===== src/rtl/icache_pkg.sv =====
// Shared types and address-field width helpers for the direct-mapped instruction cache.
package icache_pkg;

    typedef enum logic {
        ST_IDLE   = 1'b0,
        ST_REFILL = 1'b1
    } state_t;

    localparam int ADDR_W = 32;

    function automatic int off_width(input int line_words);
        return $clog2(line_words);
    endfunction

    function automatic int idx_width(input int lines);
        return $clog2(lines);
    endfunction

    // Byte-offset bits [1:0] are never part of the tag.
    function automatic int tag_width(input int lines, input int line_words);
        return ADDR_W - $clog2(lines) - $clog2(line_words) - 2;
    endfunction

endpackage


===== src/rtl/icache_array.sv =====
// Valid bits, tag RAM and data RAM of the icache: async read by idx/off,
// sync write of word/tag/valid, single-cycle clear of all valid bits.
import icache_pkg::*;

module icache_array #(
    parameter int WIDTH      = 32,
    parameter int LINES      = 16,
    parameter int LINE_WORDS = 4,
    localparam int OFF_W     = off_width(LINE_WORDS),
    localparam int IDX_W     = idx_width(LINES),
    localparam int TAG_W     = tag_width(LINES, LINE_WORDS)
) (
    input  logic             clk,
    input  logic             reset,
    input  logic             clear,
    input  logic [IDX_W-1:0] rd_idx,
    input  logic [OFF_W-1:0] rd_off,
    output logic             rd_valid,
    output logic [TAG_W-1:0] rd_tag,
    output logic [WIDTH-1:0] rd_data,
    input  logic             wr_en,
    input  logic [IDX_W-1:0] wr_idx,
    input  logic [OFF_W-1:0] wr_off,
    input  logic [WIDTH-1:0] wr_data,
    input  logic             tag_we,
    input  logic [TAG_W-1:0] tag_wdata,
    input  logic             valid_set
);

    logic [LINES-1:0] valid;
    logic [TAG_W-1:0] tags [LINES];
    logic [WIDTH-1:0] data [LINES*LINE_WORDS];

    // A clear in the same cycle as a tag write wins, so that line stays invalid.
    always_ff @(posedge clk) begin
        if (reset || clear) begin
            valid <= '0;
        end else if (tag_we) begin
            valid[wr_idx] <= valid_set;
        end
    end

    always_ff @(posedge clk) begin
        if (tag_we) begin
            tags[wr_idx] <= tag_wdata;
        end
    end

    always_ff @(posedge clk) begin
        if (wr_en) begin
            data[{wr_idx, wr_off}] <= wr_data;
        end
    end

    assign rd_valid = valid[rd_idx];
    assign rd_tag   = tags[rd_idx];
    assign rd_data  = data[{rd_idx, rd_off}];

endmodule


===== src/rtl/icache.sv =====
// Direct-mapped blocking instruction cache with word-by-word line refill over req/ack.
// Optional hit/miss counters are built when ICACHE_STATS_EN is defined.
import icache_pkg::*;

module icache #(
    parameter int WIDTH      = 32,
    parameter int LINES      = 16,
    parameter int LINE_WORDS = 4
) (
    input  logic             clk,
    input  logic             reset,
    input  logic             cpu_req,
    input  logic [31:0]      cpu_addr,
    input  logic             cpu_flush,
    output logic [WIDTH-1:0] cpu_rdata,
    output logic             cpu_stall,
    output logic             mem_req,
    output logic [31:0]      mem_addr,
    input  logic             mem_ack,
    input  logic [WIDTH-1:0] mem_rdata
`ifdef ICACHE_STATS_EN
    ,
    output logic [31:0]      hit_count,
    output logic [31:0]      miss_count
`endif
);

    localparam int OFF_W = off_width(LINE_WORDS);
    localparam int IDX_W = idx_width(LINES);
    localparam int TAG_W = tag_width(LINES, LINE_WORDS);
    localparam int LA_W  = IDX_W + TAG_W;
    localparam logic [OFF_W-1:0] LAST_BEAT = OFF_W'(LINE_WORDS - 1);

    state_t           state;
    logic [OFF_W-1:0] beat;
    logic             flushed;
    logic [LA_W-1:0]  line_addr;

    logic [OFF_W-1:0] off;
    logic [IDX_W-1:0] idx;
    logic [TAG_W-1:0] tag;
    logic [1:0]       unused_byte_bits;

    logic             rd_valid;
    logic [TAG_W-1:0] rd_tag;
    logic [WIDTH-1:0] rd_data;

    logic             hit;
    logic             start_miss;
    logic             wr_en;
    logic             tag_we;

    assign off              = cpu_addr[OFF_W+1:2];
    assign idx              = cpu_addr[IDX_W+OFF_W+1:OFF_W+2];
    assign tag              = cpu_addr[31:IDX_W+OFF_W+2];
    assign unused_byte_bits = cpu_addr[1:0];

    assign hit        = cpu_req && rd_valid && (rd_tag == tag) && (state == ST_IDLE);
    assign cpu_stall  = cpu_req && !hit;
    assign cpu_rdata  = hit ? rd_data : '0;
    assign start_miss = (state == ST_IDLE) && cpu_req && !hit;

    // Writes target the latched line, never the live cpu_addr.
    assign wr_en  = !reset && (state == ST_REFILL) && mem_ack;
    assign tag_we = wr_en && (beat == LAST_BEAT);

    icache_array #(
        .WIDTH      (WIDTH),
        .LINES      (LINES),
        .LINE_WORDS (LINE_WORDS)
    ) u_array (
        .clk        (clk),
        .reset      (reset),
        .clear      (cpu_flush),
        .rd_idx     (idx),
        .rd_off     (off),
        .rd_valid   (rd_valid),
        .rd_tag     (rd_tag),
        .rd_data    (rd_data),
        .wr_en      (wr_en),
        .wr_idx     (line_addr[IDX_W-1:0]),
        .wr_off     (beat),
        .wr_data    (mem_rdata),
        .tag_we     (tag_we),
        .tag_wdata  (line_addr[LA_W-1:IDX_W]),
        .valid_set  (!flushed && !cpu_flush)
    );

    always_ff @(posedge clk) begin
        if (start_miss) begin
            line_addr <= cpu_addr[31:OFF_W+2];
        end
    end

    // flushed remembers a flush seen mid-refill so the finished line is not validated.
    always_ff @(posedge clk) begin
        if (reset) begin
            state    <= ST_IDLE;
            beat     <= '0;
            mem_req  <= 1'b0;
            mem_addr <= '0;
            flushed  <= 1'b0;
        end else begin
            case (state)
                ST_IDLE: begin
                    if (start_miss) begin
                        beat     <= '0;
                        mem_req  <= 1'b1;
                        mem_addr <= {cpu_addr[31:OFF_W+2], (OFF_W+2)'(0)};
                        flushed  <= 1'b0;
                        state    <= ST_REFILL;
                    end
                end
                ST_REFILL: begin
                    if (cpu_flush) begin
                        flushed <= 1'b1;
                    end
                    if (mem_ack) begin
                        beat     <= beat + 1'b1;
                        mem_addr <= mem_addr + 32'd4;
                        if (beat == LAST_BEAT) begin
                            mem_req <= 1'b0;
                            flushed <= 1'b0;
                            state   <= ST_IDLE;
                        end
                    end
                end
                default: state <= ST_IDLE;
            endcase
        end
    end

`ifdef ICACHE_STATS_EN
    always_ff @(posedge clk) begin
        if (reset) begin
            hit_count  <= '0;
            miss_count <= '0;
        end else begin
            if (hit) begin
                hit_count <= hit_count + 32'd1;
            end
            if (start_miss) begin
                miss_count <= miss_count + 32'd1;
            end
        end
    end
`endif

endmodule


===== config.mk =====
export PLATFORM = sky130hd
export DESIGN_NAME = icache
export DESIGN_NICKNAME = d
export VERILOG_FILES = /design/src/rtl/icache_pkg.sv /design/src/rtl/icache_array.sv /design/src/rtl/icache.sv
export SDC_FILE = /design/constraint.sdc
export NUM_CORES = 2
export LEC_CHECK = 0
export CORE_MARGIN = 5
export CORE_UTILIZATION = 56
export DETAILED_ROUTE_END_ITERATION = 8
export PLACE_DENSITY = 0.79
export SYNTH_ARGS = -nofsm -noshare
export SYNTH_HDL_FRONTEND = slang
export SYNTH_HIERARCHICAL = 1
export SYNTH_SLANG_ARGS = --single-unit

===== constraint.sdc =====
create_clock -name clk -period 4 [get_ports clk]
set_input_delay 0.4 -clock clk [delete_from_list [all_inputs] [get_ports clk]]
set_output_delay 0.4 -clock clk [all_outputs]
set_load 0.05 [all_outputs]

## Word level (Yosys, flattened, before mapping)

Memory sizes are Yosys's and may differ from the RTL's.
Cells that the tools add are included.

- $lt $le $gt $ge: 3
- Muxes and demuxes: 29
- Add/sub/neg operators: 2
- Equal/unequal tests: 5
- Reductions and logical operators: 18
- Bitwise gates (word level): 1

Operator list:

| kind | count |
|---|---|
| 32-bit two-way mux | 3 |
| 32-bit case mux with 2 select lines | 1 |
| 32-bit by 3-bit adder with 32-bit output (second input constant) | 1 |
| 24-bit == test | 1 |
| 16-bit bitwise mux | 1 |
| 1-bit two-way mux | 16 |
| 1-bit logical AND | 11 |
| 4-bit by 5-bit < comparator with 1-bit output (second input constant) | 2 |
| 1-bit case mux with 2 select lines | 3 |
| 1-bit binary-select mux with 4-bit select | 1 |
| 1-bit demux with 4-bit select | 1 |
| 4-bit by 1-bit >= comparator with 1-bit output (second input constant) | 1 |
| 1-bit logical NOT | 4 |
| 2-bit two-way mux | 2 |
| 2-bit inequality test (second input constant) | 2 |
| 2-bit case mux with 2 select lines | 1 |
| 3-bit AND reduction | 1 |
| 2-bit by 1-bit adder with 2-bit output (second input constant) | 1 |
| 2-bit == test (second input constant) | 1 |
| 2-bit by 1-bit inequality test with 1-bit output (second input constant) | 1 |
| 2-bit AND reduction | 1 |
| 1-bit logical OR | 1 |
| 1-bit inverter | 1 |

- Memories: 2
- Output and inout bits: 66
- Bits of input ports: 69
- Register bits after elaboration: 81
- Memory bits (writable): 2432
- Logic and storage cells: 67

Memories:

| name | depth | bits a word | read ports | clocked after Yosys merged registers in | write ports | line | source |
|---|---|---|---|---|---|---|---|
| u_array.data | 64 | 32 | 1 | 0 | 1 | icache_array.sv:32 | `logic [WIDTH-1:0] data [LINES*LINE_WORDS];` |
| u_array.tags | 16 | 24 | 1 | 0 | 1 | icache_array.sv:31 | `logic [TAG_W-1:0] tags [LINES];` |

## Depth between registers and ports, before layout

- Depth in word-level cells: 9
- Mapped depth: 13
- Mapped depth without buffers: 8

## Hierarchy

The synthesis kept the hierarchy.

By module, submodules not included:

| module | times used | seq. area each (µm²) | area an instance (µm²) | cells an instance |
|---|---|---|---|---|
| icache_array | 1 | 73350.3 | 93470.9 | 3887 |
| icache | 1 | 1541.5 | 3548.4 | 390 |

## Worst setup path before layout

OpenSTA, ideal clock, no wires.

- Kind: input-to-output
- From: input port cpu_addr[4]
- To: output port cpu_rdata[22]
- Buffers on the path: 4
- Data arrival time: 3778 ps
- Setup slack: -178 ps
- Data required time: 3600 ps
- Stages on the path: 11
- Cell sequence: buf_2 > buf_4 > buf_1 > mux4_2 > mux4_2 > xor2_1 > nor4_1 > nand2_1 > nor3_2 > clkbuf_1 > and2_1

- Elaborated cells between the ends (all ways): 9
- Classes of those cells: eq/ne (1); mux (3); reduce/logical (3); memory (2)

RTL lines:

| element | line | source |
|---|---|---|
| start, declared | icache.sv:13 | `input logic [31:0] cpu_addr,` |
| memory read 16 x 24 bit | -- |  |
| net rd_tag[12] | icache.sv:45 | `logic [TAG_W-1:0] rd_tag;` |
| 24-bit == test | icache.sv:58 | `assign hit = cpu_req && rd_valid && (rd_tag == tag) && (state == ST_IDLE);` |
| 1-bit logical AND (2 in series) | icache.sv:58 |  |
| 32-bit two-way mux | icache.sv:60 | `assign cpu_rdata = hit ? rd_data : '0;` |
| end, declared | icache.sv:15 | `output logic [WIDTH-1:0] cpu_rdata,` |

The timed path passes the listed nets, and every way through them passes these cells. The select of a mux whose other input is x is not followed.

## Final worst setup path

- From: memory u_array/tags[11][6] (netlist bit)
- To: output port cpu_rdata[24]

- Word-level cells in the longest chain between the ends: 5

RTL lines:

| element | line |
|---|---|
| start, declared | icache_array.sv:31 |
| memory read 16 x 24 bit | -- |
| net rd_tag[6] | icache.sv:45 |
| 24-bit == test | icache.sv:58 |
| 1-bit logical AND (2 in series) | icache.sv:58 |
| 32-bit two-way mux | icache.sv:60 |

The timed path passes the listed nets, and every way through them passes these cells.

==> results.md <==
- Status: finished, violations left
- Failing checks: negative setup slack
- Yosys warnings: 6
- Post-layout nets: 4768
- RSZ-0062 raised after global routing: true
- Worst EP required: ~3.6 ns
- Crit path kind: reg -> out
- GRT Total Usage: 28.5%
- TNS Setup: -11.51 ns
- Drt drc: 0
- Routed wire length: 256 mm
- Fillers: between 10000 and 15000
- Switching share of power: roughly a fifth
- Clk Latency, worst-skew pair: around 0.89 ns
- Crit-path slowest cell: mux4_2
- CTS sink cnt: roughly 2500
- Total CTS buffers: 231
- Count leader, synth: edfxtp_1
- CTS tree: built
- Multi-input gate area: 0.0217 mm2
- LEAKAGE: between 30 and 40 nW
- Psw: around 11 mW
- Num ports: about 140
- Post-synthesis register bit count: roughly 2500
- Async SR Flop Fraction: 0%
- WL/cell: ~36 um
- Internal: roughly 42 mW
- Initial antenna violation count: 7
- GR Overflow Total: 0
- First-pass GRT wire length: 367 mm
- Worst slew pin tran: ~1.3 ns
- Placer Congestion: 0.814
- Final setup vio count: 33
- Register area: approximately 0.075 mm2
- Critical-path cell list: mux4_2 > mux4_2 > xor2_4 > nor4_4 > nand3_2 > nor3_4 > buf_4 > buf_12 > and2_4 > buf_8
- Area leader, netlist: edfxtp_1
- Dpl hpwl: about 140 mm
- Maximum net fanout on the critical path: 19
- Fin crit period: 4.41 ns
- Crit Reg-Reg Startpoint: u_array/tags[11][6]$_DFFE_PP_
- Placed Area: 0.104 mm2
- Final Worst Setup Slack: -0.408 ns
- CTS H-tree lvls: 4
- Worst EP arrival: about 4.0 ns
- Top delay family on crit path: multiplexers
- # Max-Cap Violations: 0
- Maximum operating frequency: ~230 MHz
- Design Area, Final: between 0.1 and 0.15 mm2
- Clock power share: 40.7%
- Tot Pwr: roughly 54 mW
- Hold depth: 5
- Cell variety after synth: 70
- # rows: approximately 150
- Place WS: 0.0675 ns
- Final hold vios: 0
- Initial DRT Pass Iterations: 6
- WHS: about 0.17 ns
- Syn Inst Count: 4277
- Die height: 426 um
- Vias in the first global route: ~51000
- Register area share after synthesis: 77.2%
- Count of pins over their slew limit: 0
- Hold Path Sink: mem_addr[4]$_SDFFE_PP0P_
- EDFF count, synth: around 2500
- Pwr/cell area: between 400 and 500 mW/mm2
- FF-to-FF End: line_addr[2]$_DFFE_PP_
- Hold crit path type: in -> reg
- Die area: 0.182 mm2
- Final antenna-violating net count: 0
- Crit start category: flip-flop
- Die width: about 430 um
- R2R cell count: 13
- Reg-to-reg slack, setup: 0.28 ns
- Layout cells sized above 1: 31.9%
- Port bufs: 130
- Area contributors post-synth: edfxtp_1 76%, mux4_2 16%, dfxtp_1 1.1%, mux2i_1 0.82%, mux2_2 0.56%
- Post-Synthesis Cell Area: 0.0970 mm2
- Clock skew: ~0.067 ns
- Setup crit end kind: output port
- Clk pin slew, worst setup/hold paths: 0.06 ns
- Prevailing post-synth register cell: edfxtp_1
- Critical Path Most Common Cell: mux4_2
- Core footprint: around 0.17 mm2
- Maximum VDD drop: about 530 uV
- Starting Density: about 56%
- CP Buf/Inv Count: 3
- Combinational share of power: roughly 5.2%
- Layout area overhead: 15.1%
- DR iter-0 viols: ~7700
- Largest net degree at the start of global routing: 67
- Synth cell count leaders: 2460 x edfxtp_1, 681 x mux4_2, 114 x nor2_1
- DR vias/cell: a little under 7
- Sequential share of power: a little over half
- Via count: around 50000
- Fin crit share: 110%
- CTS Root Cell: clkbuf_16
- Syn Area/Cell: approximately 23 um2
- Share of the synthesized area in the top cell type: 76.1%
- Hold Path Origin: cpu_addr[4]
- CTS Hold Bufs: 0
- Largest stage delay on the critical path: around 0.54 ns
- Max clock buf depth: 3
- Slew HR: between 10 and 15%
-- how the worst max path moves through the flow --
stage                                         from       endpoint  slack (ns)  depth (start not counted)
finish               u_array/tags[11][6]$_DFFE_PP_  cpu_rdata[24]       -0.41                         10
global route         u_array/tags[11][6]$_DFFE_PP_  cpu_rdata[21]       -0.50                         10
CTS                 u_array/tags[11][21]$_DFFE_PP_   cpu_rdata[3]       -0.40                         10
detailed placement                     cpu_addr[4]  cpu_rdata[13]        0.07                         11
global placement                       cpu_addr[4]  cpu_rdata[18]       -0.01                         12
floorplan                              cpu_addr[4]  cpu_rdata[22]        0.05                         10
-- metrics by stage --
stage	util [%]	instances
floorplan	-	4278
global placement	60.4	6768
detailed placement	60.4	6768
CTS	64.9	7194
global route	64.9	7197
finish	64.9	7199
-- state kept, by name (all words and copies together), names as in the netlist --
register and cells:
u_array/data 2048, mem_addr 30, line_addr 28, u_array/valid 16, beat 2, u_array/tags 384
state 1, flushed 1, mem_req 1
-- cell usage in the layout (no fill, tap or decap), types with 40 or more instances in the layout --
master,count
mux2i_1,79
nand2_1,75
clkbuf_16,233
mux2_2,48
clkdlybuf4s50_1,59
a21oi_1,77
clkbuf_1,64
edfxtp_1,2460
dfxtp_1,51
buf_12,105
clkinv_2,40
mux4_2,681
buf_4,217
nor2_4,82
-- worst min-delay path, delay by kind of cell --
| family | cells | cell delay (ns) |
|---|---|---|
| buffers and inverters | 2 | 0.31 |
| AO/OA/AOI/OAI | 2 | 0.20 |
| AND/OR/NAND/NOR | 1 | 0.07 |
-- final cells by class --
cell class                      count  share of cell area (%)
Timing Repair Buffer              426                    4.20
Antenna cell                        4                 0.00897
Tap cell                         2310                    2.59
Clock inverter                    117                    1.17
Clock buffer                      304                    5.53
Multi-Input combinational cell   1520                    19.4
Inverter                            7                  0.0247
Sequential cell                  2511                    67.1
-- power groups by stage --
stage          clock network [mW]  logic [mW]  registers [mW]
2_1_floorplan                   0        1.48            29.7
3_3_place_gp                    0        2.65            29.6
3_5_place_dp                    0        2.71            29.6
4_1_cts                      22.0        2.78            29.0
5_1_grt                      23.3        2.92            29.0
6_report                     21.8        2.78            29.0
-- metal layers --
metal  share of wire [%]  GRT usage [%]
met5              0.0051              0
met3                  13           7.13
met1                  33           37.7
met2                  48           45.1
met4                 5.9           14.0
-- logic make-up (layout without fill, tap and decap cells) --
group	count (synthesis)	in the layout	share of synthesized area, %
simple gates	389	389	2.08
xor+xnor	24	24	0.217
flops	2511	2511	77.2
mux	808	808	17.2
compound gates	295	295	2.04
fa+ha+maj	2	2	0.0258
buf+inv	247	854	1.26
other cells	1	6	0.00387
-- repair_timing --
action / 4_1_cts / 5_1_grt
cloned: 2 / 0
pin swaps: 5 / 2
resized for setup: 44 / 3
buffers inserted: 3 / 1
setup endpoints to repair: 33 / 33
(Power assumes the default switching activity.)
